<file path="src/rtl/hough_acc_scanner.sv">
// Hough accumulator scanner: streams every (r, phi, cnt) bin at or above a vote threshold to the max finder.
// Optional read-and-clear of each bin is enabled by defining HOUGH_SCAN_CLEAR_EN.
module hough_acc_scanner #(
  parameter int MSB_PHI = 7,
  parameter int MSB_R   = 11,
  parameter int MSB_CNT = 15,
  parameter int PHI_NUM = 180,
  parameter int R_NUM   = 4096
) (
  input  logic                     clk,
  input  logic                     reset,
  input  logic                     start,
  input  logic [MSB_CNT:0]         cnt_min,
  output logic                     busy,
  output logic                     done,
  output logic [MSB_PHI+MSB_R+1:0] mem_addr,
  output logic                     mem_rd,
  input  logic [MSB_CNT:0]         mem_rdata,
  output logic                     mem_we,
  output logic [MSB_PHI+MSB_R+1:0] mem_waddr,
  output logic [MSB_R:0]           r_out,
  output logic [MSB_PHI:0]         phi_out,
  output logic [MSB_CNT:0]         cnt_out,
  output logic                     out_valid,
  input  logic                     out_ready,
  output logic [MSB_PHI+MSB_R+1:0] cand_num
);

  localparam int                 AW       = MSB_PHI + MSB_R + 2;
  localparam logic [MSB_R:0]     R_LAST   = (MSB_R + 1)'(R_NUM - 1);
  localparam logic [MSB_PHI:0]   PHI_LAST = (MSB_PHI + 1)'(PHI_NUM - 1);
  localparam logic [MSB_R:0]     R_ONE    = (MSB_R + 1)'(1);
  localparam logic [MSB_PHI:0]   PHI_ONE  = (MSB_PHI + 1)'(1);
  localparam logic [AW-1:0]      CAND_ONE = AW'(1);
  localparam logic [AW-1:0]      CAND_MAX = {AW{1'b1}};

  typedef enum logic [1:0] {
    S_IDLE  = 2'd0,
    S_SCAN  = 2'd1,
    S_DRAIN = 2'd2
  } state_e;

  state_e           state_q, state_d;
  logic [MSB_R:0]   r_idx_q, r_idx_d;
  logic [MSB_PHI:0] phi_idx_q, phi_idx_d;
  logic [MSB_CNT:0] cnt_min_q, cnt_min_d;
  logic [AW-1:0]    cand_q, cand_d;
  logic             done_q, done_d;
  logic             pend_q;
  logic [MSB_R:0]   pend_r_q;
  logic [MSB_PHI:0] pend_phi_q;
  logic [MSB_R:0]   fifo_r_q   [2];
  logic [MSB_PHI:0] fifo_phi_q [2];
  logic [MSB_CNT:0] fifo_cnt_q [2];
  logic             wr_ptr_q, rd_ptr_q;
  logic [1:0]       count_q, count_d;
  logic [1:0]       occ_left_s;
  logic             push_s, pop_s, issue_s, last_s;

  assign out_valid = (count_q != 2'd0);
  assign pop_s     = out_valid & out_ready;
  assign push_s    = pend_q & (mem_rdata >= cnt_min_q);
  assign last_s    = (phi_idx_q == PHI_LAST) && (r_idx_q == R_LAST);
  assign count_d   = count_q + {1'b0, push_s} - {1'b0, pop_s};

  // Occupancy is taken after this cycle's pop so a departing head frees its slot for a full-rate stream.
  assign occ_left_s = count_q - {1'b0, pop_s};
  assign issue_s    = (state_q == S_SCAN) && ((occ_left_s + {1'b0, pend_q}) < 2'd2);

  assign r_out   = fifo_r_q[rd_ptr_q];
  assign phi_out = fifo_phi_q[rd_ptr_q];
  assign cnt_out = fifo_cnt_q[rd_ptr_q];
  assign done     = done_q;
  assign cand_num = cand_q;

`ifdef HOUGH_SCAN_CLEAR_EN
  assign mem_we    = pend_q;
  assign mem_waddr = {pend_phi_q, pend_r_q};
`else
  assign mem_we    = 1'b0;
  assign mem_waddr = {AW{1'b0}};
`endif

  // FSM state register
  always_ff @(posedge clk or negedge reset) begin
    if (!reset) begin
      state_q <= S_IDLE;
    end else begin
      state_q <= state_d;
    end
  end

  // FSM next state; drain ends once nothing is in flight and the buffer will be empty
  always_comb begin
    state_d = state_q;
    case (state_q)
      S_IDLE: begin
        if (start) state_d = S_SCAN;
        else       state_d = S_IDLE;
      end
      S_SCAN: begin
        if (issue_s && last_s) state_d = S_DRAIN;
        else                   state_d = S_SCAN;
      end
      S_DRAIN: begin
        if (count_d == 2'd0) state_d = S_IDLE;
        else                 state_d = S_DRAIN;
      end
      default: state_d = S_IDLE;
    endcase
  end

  // FSM outputs
  always_comb begin
    mem_rd   = issue_s;
    mem_addr = {phi_idx_q, r_idx_q};
    busy     = (state_q != S_IDLE);
    if ((state_q == S_DRAIN) && (state_d == S_IDLE)) done_d = 1'b1;
    else                                             done_d = 1'b0;
  end

  // Scan index, threshold and candidate-count next state
  always_comb begin
    r_idx_d   = r_idx_q;
    phi_idx_d = phi_idx_q;
    cnt_min_d = cnt_min_q;
    cand_d    = cand_q;
    if ((state_q == S_IDLE) && start) begin
      r_idx_d   = {(MSB_R + 1){1'b0}};
      phi_idx_d = {(MSB_PHI + 1){1'b0}};
      cnt_min_d = cnt_min;
      cand_d    = {AW{1'b0}};
    end else begin
      if (issue_s) begin
        if (r_idx_q == R_LAST) begin
          r_idx_d   = {(MSB_R + 1){1'b0}};
          phi_idx_d = phi_idx_q + PHI_ONE;
        end else begin
          r_idx_d   = r_idx_q + R_ONE;
        end
      end else begin
        r_idx_d = r_idx_q;
      end
      if (pop_s && (cand_q != CAND_MAX)) cand_d = cand_q + CAND_ONE;
      else                               cand_d = cand_q;
    end
  end

  // Datapath registers: scan state, in-flight read tag and the two-entry candidate buffer
  always_ff @(posedge clk or negedge reset) begin
    if (!reset) begin
      r_idx_q    <= {(MSB_R + 1){1'b0}};
      phi_idx_q  <= {(MSB_PHI + 1){1'b0}};
      cnt_min_q  <= {(MSB_CNT + 1){1'b0}};
      cand_q     <= {AW{1'b0}};
      done_q     <= 1'b0;
      pend_q     <= 1'b0;
      pend_r_q   <= {(MSB_R + 1){1'b0}};
      pend_phi_q <= {(MSB_PHI + 1){1'b0}};
      wr_ptr_q   <= 1'b0;
      rd_ptr_q   <= 1'b0;
      count_q    <= 2'd0;
      for (int i = 0; i < 2; i++) begin
        fifo_r_q[i]   <= {(MSB_R + 1){1'b0}};
        fifo_phi_q[i] <= {(MSB_PHI + 1){1'b0}};
        fifo_cnt_q[i] <= {(MSB_CNT + 1){1'b0}};
      end
    end else begin
      r_idx_q   <= r_idx_d;
      phi_idx_q <= phi_idx_d;
      cnt_min_q <= cnt_min_d;
      cand_q    <= cand_d;
      done_q    <= done_d;
      pend_q    <= issue_s;
      count_q   <= count_d;
      if (issue_s) begin
        pend_r_q   <= r_idx_q;
        pend_phi_q <= phi_idx_q;
      end
      if (push_s) begin
        fifo_r_q[wr_ptr_q]   <= pend_r_q;
        fifo_phi_q[wr_ptr_q] <= pend_phi_q;
        fifo_cnt_q[wr_ptr_q] <= mem_rdata;
        wr_ptr_q             <= ~wr_ptr_q;
      end
      if (pop_s) rd_ptr_q <= ~rd_ptr_q;
    end
  end

endmodule
</file>
<file path="config.mk">
export PLATFORM = sky130hd
export DESIGN_NAME = hough_acc_scanner
export DESIGN_NICKNAME = d
export VERILOG_FILES = /design/src/rtl/hough_acc_scanner.sv
export SDC_FILE = /design/constraint.sdc
export NUM_CORES = 1
export LEC_CHECK = 0
export CORE_MARGIN = 2
export CORE_UTILIZATION = 30
export CTS_BUF_LIST = sky130_fd_sc_hd__clkbuf_8
export DETAILED_ROUTE_END_ITERATION = 8
export GPL_TIMING_DRIVEN = 1
export SLEW_MARGIN = 20
export SYNTH_ARGS = -nofsm -noshare
export SYNTH_HDL_FRONTEND = slang
export SYNTH_SLANG_ARGS = --single-unit
</file>
<file path="constraint.sdc">
create_clock -name clk -period 3.8 [get_ports clk]
set_input_delay 0.95 -clock clk [delete_from_list [all_inputs] [get_ports clk]]
set_output_delay 0.95 -clock clk [all_outputs]
set_load 0.02 [all_outputs]
</file>
==> results.yml <==
synthesis:
  yosysWarnings: 0
  async_flop_share: 1.00
  synth.most_common_cell: "dfrtp_1"
  ys_dominant_reg_cell: "dfrtp_1"
  ys_types: 50
  synth_area_sq_um: 7360
  synth_seq_cells: 156
  syn_inst: 650
  synth.area.top_cells: "dfrtp_1, mux2_2, nand2_1, ha_1, xnor2_1"
  synth_top_area_frac: 0.530
  synth_seq_area_share: 0.530
  synth_common_cells: "dfrtp_1, mux2_2, nand2_1"
  synth_enable_flop_cells: 0
  synthDominantAreaCellType: "dfrtp_1"
  avgSynthCellArea_sq_um: 11.3
route:
  first_iter_violations: 190
  wirelength_mm: 17.0
  routedWlPerCell_um: 15.1
  viasPerCell: 4.46
  drc: 0
  drtAntennaViolNets: 0
  vias: 5002
  firstDrtPassIters: 4
setup_path:
  crit_arrival_ps: 3960
  cp.required_ps: 4140
  rr_startpoint: "cnt_min_q[1]"
  reg2regPathDepth: 17
  critPathMaxFanout: 3
  slowest_stage: "clkdlybuf4s50_1"
  crit_path_end_kind: "register"
  rrSetupSlack_ps: 790
  crit_type: "input port to register"
  start_kind: "input port"
  r2r_end: "state_q[1]"
  path_cells: "clkdlybuf4s50_1 -> ha_1 -> nor2b_1 -> o211a_1 -> a211oi_2 -> buf_4 -> o41ai_4 -> o21ai_0 -> buf_4 -> ha_1 -> inv_1 -> ha_1 -> xnor2_1 -> xnor2_1 -> o21ai_1 -> o21ai_1 -> a21boi_2"
  cpPeakStageDelay_ps: 450
  cpMostUsedCell: "ha_1"
clocking:
  clk_latency_ps: 450
  ctsHoldBuffers: 0
  path_clk_slew_ps: 100
  clock_path_buffers: 2
  cts_sinks: 156
  cts_tree: "yes"
  cts_setup_buffers: 0
  numCtsBuffers: 17
  clockRootBuffer: "clkbuf_8"
  htree_levels: 4
final_layout:
  drive_gt1_frac: 0.226
  fin_cells: 1121
  num_antenna_cells: 0
  final_net_count: 842
  syn2layout_area_growth_pct: 28.1
floorplanning:
  die_h_um: 161
  die_area_sq_um: 25800
  core_area_sq_um: 24200
  io_pins: 137
  rows: 57
  die_w_um: 161
  initial_utilization: 0.304
place:
  dp.cells: 1089
  numPortBuffers: 115
  pre_cts_ws_ps: -381
  gp_congestion: 0.755
  dp_hpwl_mm: 11.8
sta:
  whs_ps: 463
  fin_crit_sh: 0.952
  max_freq_mhz: 276
  setup_viol_count_final: 0
  worstMarginPinSlew_ps: 622
  slew_headroom: 0.582
  hold_viol: 0
  min_period_ps: 3620
  maxSlewViolCount: 0
  fin_worst_skew_ps: 16.6
  setup_slack_ps: 183
power_and_ir_drop:
  power_mw: 6.83
  p_leak_nw: 4.31
  p_per_area_nw_per_um2: 724
  irDropWorstVdd_v: 0.000425
global_route:
  grt_pass1_vias: 4945
  grt_pass1_wl_mm: 27.4
  grt_overflow: 0
  antenna_found_initial: 0
  track_usage: 0.136
  grt_start_max_net_pins: 65
flow_run:
  cap_viol_max_count: 0
run_status:
  status: "finished, final reports clean"
hold_path:
  hold_path.class: "input port to asynchronous set/reset pin"
[worst max-delay path: cells and delay by family]
| family | cells | cell delay [ps] |
|---|---|---|
| adders and majority gates | 3 | 750 |
| AOI/OAI and AO/OA | 7 | 1040 |
| buffers and inverters | 4 | 810 |
| xor gates and xnor gates | 2 | 270 |
| and+or+nand+nor | 1 | 130 |
[how the worst max path moves through the flow]
stage | start | endpoint | slack (ps)
global route | mem_rdata[1] | done | -20
CTS | out_ready | mem_rd | 20
floorplan | out_ready | mem_rd | 140
detailed placement | mem_rdata[1] | done | -380
global placement | mem_rdata[1] | state_q[1] | -290
finish | mem_rdata[1] | state_q[1] | 180
[metrics by stage]
| step | utilization | instance area (sq um) | setup TNS, ps |
|---|---|---|---|
| final | 0.390 | 9430 | 0 |
| after global placement | 0.371 | 8970 | -813 |
| after CTS | 0.389 | 9420 | 0 |
| after floorplan | - | 7440 | 0 |
| after global routing | 0.390 | 9430 | -44.7 |
| after detailed placement | 0.371 | 8970 | -1000 |
[kinds of logic (layout without fill, tap and decap cells)]
| kind of cell | Yosys count | after routing | synth area share |
|---|---|---|---|
| AND/OR/NAND/NOR | 203 | 203 | 0.128 |
| flip-flops | 156 | 156 | 0.530 |
| multiplexers | 110 | 110 | 0.168 |
| buffers and inverters | 67 | 194 | 0.0462 |
| AO/OA/AOI/OAI | 54 | 54 | 0.0452 |
| XOR/XNOR | 37 | 37 | 0.0440 |
| adder cells (fa/ha/maj) | 22 | 22 | 0.0374 |
| other | 1 | 21 | 0.000509 |
[timing repair]
| item | in CTS | in global routing |
|---|---|---|
| setup endpoints to repair | 1 | 3 |
| endpoints found under the hold margin | 0 | 0 |
| gates resized for setup | 1 | 8 |
[state kept, by name, summed over array words and instances (netlist names), 2 cells and up]
register / cells
state_q: 2
cand_num: 20
fifo_cnt_q: 32
fifo_phi_q: 16
pend_phi_q: 8
phi_idx_q: 8
cnt_min_q: 16
count_q: 2
fifo_r_q: 24
r_idx_q: 12
pend_r_q: 12
[cell type report]
cell class | count | area [sq um]
inverters | 22 | 82.6
flip-flops and latches | 156 | 3910
multi-input cells | 447 | 3230
clock inverters | 13 | 188
repair buffers | 140 | 1360
clock buffers | 19 | 262
fillers | 2364 | 14700
well taps | 324 | 405
[layer usage]
| metal | global-route usage | wire [um] | vias to the layer above |
|---|---|---|---|
| met1 | 0.188 | 8400 | 2456 |
| met3 | 0.0369 | 714 | 13 |
| met5 | 0 | 0 | - |
| li1 | - | - | 2441 |
| met4 | 0.0422 | 225 | 0 |
| met2 | 0.208 | 7620 | 92 |
[cells in the final DEF, fill, tap and decap left out, types with 4 or more instances in the layout]
| master | count |
|---|---|
| a21oi_1 | 11 |
| and3_1 | 10 |
| buf_4 | 23 |
| bufinv_16 | 4 |
| clkbuf_8 | 19 |
| clkdlybuf4s50_1 | 113 |
| conb_1 | 21 |
| dfrtp_1 | 155 |
| ha_1 | 22 |
| inv_1 | 22 |
| mux2_2 | 108 |
| nand2_1 | 100 |
| nand3_1 | 13 |
| nand4_1 | 11 |
| nor2_1 | 41 |
| nor2b_1 | 4 |
| nor3_1 | 5 |
| o21ai_0 | 23 |
| xnor2_1 | 20 |
| xor2_1 | 17 |
[where the power goes]
group,switching [mW],internal [mW]
registers,0.388,2.14
clock network,0.635,0.756
logic,1.50,1.41
total,2.52,4.31
(Power assumes the default switching activity.)
